File: config.mk
export PLATFORM = sky130hd
export DESIGN_NAME = mips32_fetch_queue
export DESIGN_NICKNAME = d
export VERILOG_FILES = /design/src/rtl/mips32_fetch_queue.sv
export SDC_FILE = /design/constraint.sdc
export NUM_CORES = 1
export LEC_CHECK = 0
export ABC_AREA = 1
export CAP_MARGIN = 20
export CORE_MARGIN = 5
export CORE_UTILIZATION = 50
export DETAILED_ROUTE_END_ITERATION = 6
export DONT_BUFFER_PORTS = 1
export GPL_ROUTABILITY_DRIVEN = 0
export GPL_TIMING_DRIVEN = 0
export PLACE_DENSITY = 0.68
export SLEW_MARGIN = 20
export SYNTH_ARGS = -nofsm -noshare
export SYNTH_HDL_FRONTEND = slang
export SYNTH_SLANG_ARGS = --single-unit
File: constraint.sdc
create_clock -name clk -period 3.8 [get_ports clk]
set_clock_uncertainty 0.15 [all_clocks]
set_input_delay 0.38 -clock clk [delete_from_list [all_inputs] [get_ports clk]]
set_output_delay 0.38 -clock clk [all_outputs]
set_load 0.02 [all_outputs]
File: src/rtl/mips32_fetch_queue.sv
// rtl/mips32_fetch_queue.sv - MIPS32 instruction fetch front end with buffered IR/NPC queue
//
// Purpose: issues word reads to a synchronous instruction memory, buffers the
// returned words together with their next-PC, and hands them to the ID stage
// over a valid/ready handshake. Handles taken-branch redirects and stops
// fetching after an HLT opcode has been captured.
//
// Ports:
//   clk          clock, rising edge
//   rst          asynchronous active-high reset
//   imem_en      read strobe, data returns on imem_rdata one cycle later
//   imem_addr    read address (the PC register)
//   imem_rdata   read data, valid the cycle after imem_en
//   redirect     taken-branch pulse
//   redirect_pc  branch target
//   out_valid    queue head valid
//   out_ready    ID stage accepts the head
//   out_ir       head instruction word (0 when empty)
//   out_npc      head PC+1, zero-extended and not truncated (0 when empty)
//   halt_seen    an HLT has been captured, fetch is stopped
//   occupancy    current queue entry count
module mips32_fetch_queue #(
  parameter int              AW       = 10,
  parameter int              DEPTH    = 4,
  parameter logic [AW-1:0]   RESET_PC = '0,
  parameter logic [5:0]      HLT_OP   = 6'b111111
) (
  input  logic                       clk,
  input  logic                       rst,
  output logic                       imem_en,
  output logic [AW-1:0]              imem_addr,
  input  logic [31:0]                imem_rdata,
  input  logic                       redirect,
  input  logic [AW-1:0]              redirect_pc,
  output logic                       out_valid,
  input  logic                       out_ready,
  output logic [31:0]                out_ir,
  output logic [31:0]                out_npc,
  output logic                       halt_seen,
  output logic [$clog2(DEPTH):0]     occupancy
);

  localparam int PW = $clog2(DEPTH);
  localparam int CW = PW + 1;
  localparam logic [CW:0] DEPTH_V = (CW+1)'(DEPTH);

  logic [AW-1:0] pc;
  logic [AW-1:0] inflight_pc;
  logic          inflight;
  logic          halt_q;

  logic [31:0]   ir_mem  [DEPTH];
  logic [31:0]   npc_mem [DEPTH];
  logic [PW-1:0] wr_ptr;
  logic [PW-1:0] rd_ptr;
  logic [CW-1:0] count;

  logic [CW:0]   pending;
  logic          push;
  logic          pop;
  logic          is_hlt;
  logic [31:0]   npc_in;

  // A slot is reserved for every outstanding read, so a returning word can
  // always be pushed without any back-pressure on the memory side.
  assign pending = {1'b0, count} + {{CW{1'b0}}, inflight};
  assign imem_en = !rst && !redirect && !halt_q && (pending < DEPTH_V);
  assign imem_addr = pc;

  // Redirect squashes the in-flight response and voids any pop that cycle.
  assign push   = inflight && !redirect && !halt_q;
  assign pop    = out_valid && out_ready && !redirect;
  assign is_hlt = (imem_rdata[31:26] == HLT_OP);
  // Computed in 32 bits so the word at 2^AW-1 reports NPC 2^AW, not 0.
  assign npc_in = 32'(inflight_pc) + 32'd1;

  assign out_valid = (count != '0);
  assign out_ir    = out_valid ? ir_mem[rd_ptr]  : 32'd0;
  assign out_npc   = out_valid ? npc_mem[rd_ptr] : 32'd0;
  assign halt_seen = halt_q;
  assign occupancy = count;

  always_ff @(posedge clk or posedge rst) begin
    if (rst) begin
      pc          <= RESET_PC;
      inflight_pc <= '0;
      inflight    <= 1'b0;
      halt_q      <= 1'b0;
      wr_ptr      <= '0;
      rd_ptr      <= '0;
      count       <= '0;
    end else if (redirect) begin
      pc       <= redirect_pc;
      inflight <= 1'b0;
      halt_q   <= 1'b0;
      wr_ptr   <= '0;
      rd_ptr   <= '0;
      count    <= '0;
    end else begin
      if (imem_en) begin
        inflight_pc <= pc;
        pc          <= pc + AW'(1);
        inflight    <= 1'b1;
      end else begin
        inflight    <= 1'b0;
      end

      if (push) begin
        wr_ptr <= wr_ptr + PW'(1);
        if (is_hlt) begin
          halt_q <= 1'b1;
        end
      end
      if (pop) begin
        rd_ptr <= rd_ptr + PW'(1);
      end

      case ({push, pop})
        2'b10:   count <= count + CW'(1);
        2'b01:   count <= count - CW'(1);
        default: count <= count;
      endcase
    end
  end

  // Payload storage needs no reset; occupancy alone qualifies it.
  always_ff @(posedge clk) begin
    if (!rst && push) begin
      ir_mem[wr_ptr]  <= imem_rdata;
      npc_mem[wr_ptr] <= npc_in;
    end
  end

endmodule

Word level (Yosys, flattened, before mapping). Memory sizes are Yosys's and may differ from the RTL's. Index checks and enable logic that the tools add are counted.

Bits in registers: 29. Bits in writable memories: 172. Input port bits: 46. Output and inout port bits: 80. Logic and storage cells: 57. Memories kept: 2.

Memories: ir_mem (words 4, bits a word 32, read ports 1, clocked after memory_dff 0, write ports 1, line 52) `logic [31:0] ir_mem [DEPTH];`; npc_mem (words 4, bits a word 11, read ports 1, clocked after memory_dff 0, write ports 1, line 53) `logic [31:0] npc_mem [DEPTH];`.

Add/subtract/negate cells: 7. Magnitude comparators: 1. Equal/unequal tests: 3. Muxes and demuxes: 17. Bitwise operators: 1. Reduce and logical (&&, ||, !) cells: 19.

Operators with widths (count): two-way mux 32 bit (2); two-way mux 10 bit (2); adder 10 x 1 -> 11 bit, second input constant (1); adder 10 x 1 -> 10 bit, second input constant (1); logical AND 1 bit (8); two-way mux 2 bit (4); nonzero test 2 bit (4); two-way mux 1 bit (7); == test 6 bit, second input constant (1); one-hot mux 3 bit (2 select lines) (1); nonzero test 3 bit (2); adder 2 x 1 -> 2 bit, second input constant (2); adder 3 x 1 -> 4 bit (1); < comparator 4 x 3 -> 1 bit, second input constant (1); AND reduction 2 bit (2); adder 3 x 1 -> 3 bit, second input constant (1); logical NOT 1 bit (3); two-way mux 3 bit (1); subtractor 3 x 1 -> 3 bit, second input constant (1); == test 2 x 1 -> 1 bit, second input constant (1); == test 2 bit, second input constant (1); NOT 1 bit (1).

Depth between registers and ports, before layout.
Depth after elaboration: 6. Mapped depth: 11. Depth with buffers taken out: 11.

Worst setup path after synthesis. Ideal clock, no wire load.

Kind: input -> register. From: input rst. To: memory ir_mem[0][0], enable pin. Setup time: 0.444 ns. Arrival: 3.087 ns. Data required time: 3.206 ns. Slack: 0.119 ns. Stages: 3. Path buffers: 0. Cell sequence: inv_1 nand2_1 nor2_1.

Longest elaborated chain between the ends: 4.

Ends and longest elaborated chain: start, declared (line 29) `input logic rst,`; logical NOT 1 bit (line 128) `if (!rst && push) begin`; logical AND 1 bit (line 128); two-way mux 1 bit (line 128); two-way mux 1 bit (implied by the code) (line 129) `ir_mem[wr_ptr] <= imem_rdata;`; end, declared (line 52).

No other way between the ends.

Worst setup path after layout.
From: register count[0] (netlist: occupancy[0]). To: output out_npc[2].

Longest elaborated chain between the ends: 2.

Ends and longest elaborated chain: start, declared (line 56) `logic [CW-1:0] count;`; start signal, assigned (line 119) `2'b10: count <= count + CW'(1);`; start signal, assigned (line 120) `2'b01: count <= count - CW'(1);`; start signal, assigned (line 121) `default: count <= count;`; nonzero test 3 bit (line 77) `assign out_valid = (count != '0);`; net out_valid (line 35) `output logic out_valid,`; two-way mux 32 bit (line 79) `assign out_npc = out_valid ? npc_mem[rd_ptr] : 32'd0;`; end, declared (line 38) `output logic [31:0] out_npc,`.

The timed path passes the listed nets, and every way through them passes these cells.

==> summary.md <==
| Metric | Value |
|---|---|
| Distinct cell type count after synthesis | 35 |
| Crit path cell chain | nor2_1 > nand2_2 > inv_2 > buf_2 > a21oi_1 |
| Critical Path RT | 3.27 ns |
| Final HPWL DP | 12600 um |
| Final wirelength | 19500 um |
| Ys Warns | 0 |
| CTS tree | built |
| First drt pass iteration count | 4 |
| First-pass GRT wire length | 30500 um |
| Peak VDD IR | 0.317 mV |
| Crit end category | output port |
| Largest net degree at the start of global routing | 21 |
| Fillers | 1354 |
| Slew Viols, Final | 0 |
| Later-pin clock latency in the skew report | 0.48 ns |
| Synth Register Bits | 201 |
| Die Y | 141 um |
| Drt first-iter violations | 450 |
| Setup bufs post-CTS | 0 |
| Final #Nets | 904 |
| Crit path largest cell delay | 0.57 ns |
| Final period util | 75.3% |
| Rows | 48 |
| Syn avg cell area | 11.4 sq um |
| Crit Path Class | register to output port |
| Final setup violation count | 0 |
| Buffers on Ports | 0 |
| Post-layout power | 0.00544 W |
| TritonCTS sink count | 201 |
| Ant. Diodes | 0 |
| Core area | 17100 sq um |
| Max Fanout on Critical Path | 10 |
| CTS Hold Buffers Added | 44 |
| Cells after DPL | 1009 |
| Layout area overhead | 20.4% |
| Number of routed nets with antenna violations | 0 |
| Starting Density | 50.4% |
| DR vias | 5700 |
| Post_cts resized | 0 |
| Vias in the first global route | 5906 |
| WL per Instance | 17.9 um |
| Setup repair after global routing missed its margin | false |
| Mapped Area | 8590 sq um |
| Initial antenna violation count | 0 |
| Routed vias/inst | 5.22 |
| Num CTS Buffers | 21 |
| Final std cells w/o fill | 1091 |
| Arrival time at the worst endpoint | 2.33 ns |
| Leak Pwr | 3.90 nW |
| Reg clk slew, reported paths | 0.06 ns |
| Finished Core Util | 60.7% |
| Place WS | 1.12 ns |
| Worst-margin pin slew | 0.691 ns |
| Type of origin of the critical path | register |
| CP max-delay cell | a21oi_1 |
| CTS root buf | clkbuf_16 |
| I/O Pins | 126 |
| Grt ovf | 0 |
| Total Die Area | 19900 sq um |
| Max clock buf depth | 3 |
| P per Cell Area | 526 nW/um^2 |
| DRC | 0 |
| Slew Limit Headroom | 54.1% |
| Fmax | 349 MHz |
| Max-cap violations | 0 |
| Die W | 141 um |
| Worst hold path type | primary input to register |
| Share of cells above drive strength 1 | 13.4% |
| # H-tree levels | 1 |
| Status | finished, final reports clean |
| Minimum clock period | 2.86 ns |
| Final hold vios | 0 |
| Global Route Usage Sum | 19.3% |
| Seq/Total Area, Yosys | 68.6% |
| Synthesized instance count | 755 |
| Worst Slack Setup Final | 0.939 ns |
-- per-stage QoR --
stage	TNS, ns	hold slack (ns)	instance area [sq um]
6_report	0	0.0135	10300
5_1_grt	0	0.0447	10300
4_1_cts	0	0.00752	10300
3_5_place_dp	0	0.192	9230
3_3_place_gp	-268.84	0.323	8950
2_1_floorplan	0	0.305	8670
-- area by class of cell --
class,instances,area (sq um),area share [%]
repair buffers,53,688,6.65
plain buffers,59,392,3.79
clock buffers,30,589,5.70
flip-flops and latches,201,5890,56.9
clock inverters,8,90.1,0.871
inverters,38,146,1.42
well taps,225,282,2.72
multi-input cells,477,2270,21.9
-- state kept, by name, summed over array words and instances (netlist names) --
register and cells:
occupancy 3, npc_mem 44, wr_ptr 2, inflight 1, halt_seen 1, inflight_pc 10
imem_addr 10, rd_ptr 2, ir_mem 128
-- metal layers --
| metal | up-vias | routed length [um] | track usage [%] | part of all wire [%] |
|---|---|---|---|---|
| met4 | 0 | 231 | 3.82 | 1.2 |
| li1 | 2742 | - | - | - |
| met3 | 21 | 1640 | 5.36 | 8.4 |
| met5 | - | 0 | 0 | 0 |
| met1 | 2744 | 7940 | 24.0 | 41 |
| met2 | 193 | 9720 | 34.2 | 50 |
-- cells in the mapped netlist --
cell type,instances,area (sq um)
inv_4,1,6.26
ha_1,6,75.1
nor3_1,2,10.0
nand2_1,65,244
buf_6,8,90.1
buf_4,23,173
a21oi_2,1,8.76
o22ai_1,1,6.26
nand3_2,1,10.0
nand4_1,4,25.0
nor3_2,1,10.0
nor2_1,181,679
o211ai_1,4,30.0
xnor2_1,3,26.3
inv_1,32,120
nand3_1,23,115
o21ai_1,33,165
or2_2,1,6.26
edfxtp_1,172,5160
clkinv_2,1,5.00
nor2_4,1,11.3
buf_2,17,85.1
nor2_2,2,12.5
conb_1,1,3.75
nand2_2,2,12.5
fa_1,1,20.0
o21ai_2,8,70.1
nand2_4,1,11.3
dfrtp_1,29,726
inv_2,4,15.0
xor2_1,9,78.8
o21ai_0,60,300
clkbuf_2,2,10.0
clkbuf_1,9,33.8
a21oi_1,46,230
-- power breakdown --
group | switching, W | leakage, nW | total (W) | internal (W)
combinational | 0.000644 | 1.64 | 0.000890 | 0.000246
sequential | 0.0000770 | 1.93 | 0.00256 | 0.00248
clock | 0.000778 | 0.333 | 0.00199 | 0.00121
-- worst max-delay path, delay by kind of cell, from the launching register on --
family                 cells  cell delay (ns)
buffers and inverters      2             0.38
and+or+nand+nor            2             0.33
DFF                        1             0.56
AOI/OAI and AO/OA          1             0.57
-- cells in the final DEF (no fill, tap or decap), types with 15 or more instances in the layout --
| cell | count |
|---|---|
| edfxtp_1 | 172 |
| nand2_1 | 65 |
| clkbuf_1 | 15 |
| o21ai_1 | 33 |
| conb_1 | 21 |
| dfrtp_1 | 29 |
| nor2_1 | 177 |
| a21oi_1 | 46 |
| nand3_1 | 23 |
| o21ai_0 | 60 |
| clkbuf_16 | 21 |
| dlygate4sd3_1 | 44 |
| buf_2 | 17 |
| buf_4 | 23 |
| inv_1 | 32 |
-- kinds of logic after synthesis --
| group | share of synthesized area (%) |
|---|---|
| DFF | 68.6 |
| adders and majority gates | 1.11 |
| AOI/OAI and AO/OA | 9.44 |
| and+or+nand+nor | 13.4 |
| xor gates and xnor gates | 1.22 |
| other | 0.0437 |
| buffers and inverters | 6.26 |
-- path summary, 6_finish.rpt --
check | endpoint | cells past startpoint | slack, ns | startpoint
max in group asynchronous | inflight_pc[6] | 3 | 2.78 | rst
worst min-delay path | halt_seen | 2 | 0.01 | imem_rdata[30]
worst max-delay path | out_npc[2] | 5 | 0.94 | occupancy[0]
worst max register to register | ir_mem[3][1] | 7 | 1.37 | halt_seen
worst min register to register | inflight_pc[9] | 2 | 0.34 | inflight_pc[9]
min in group asynchronous | inflight | 2 | 0.23 | rst
Note: power is estimated with default switching activity, not from simulation.
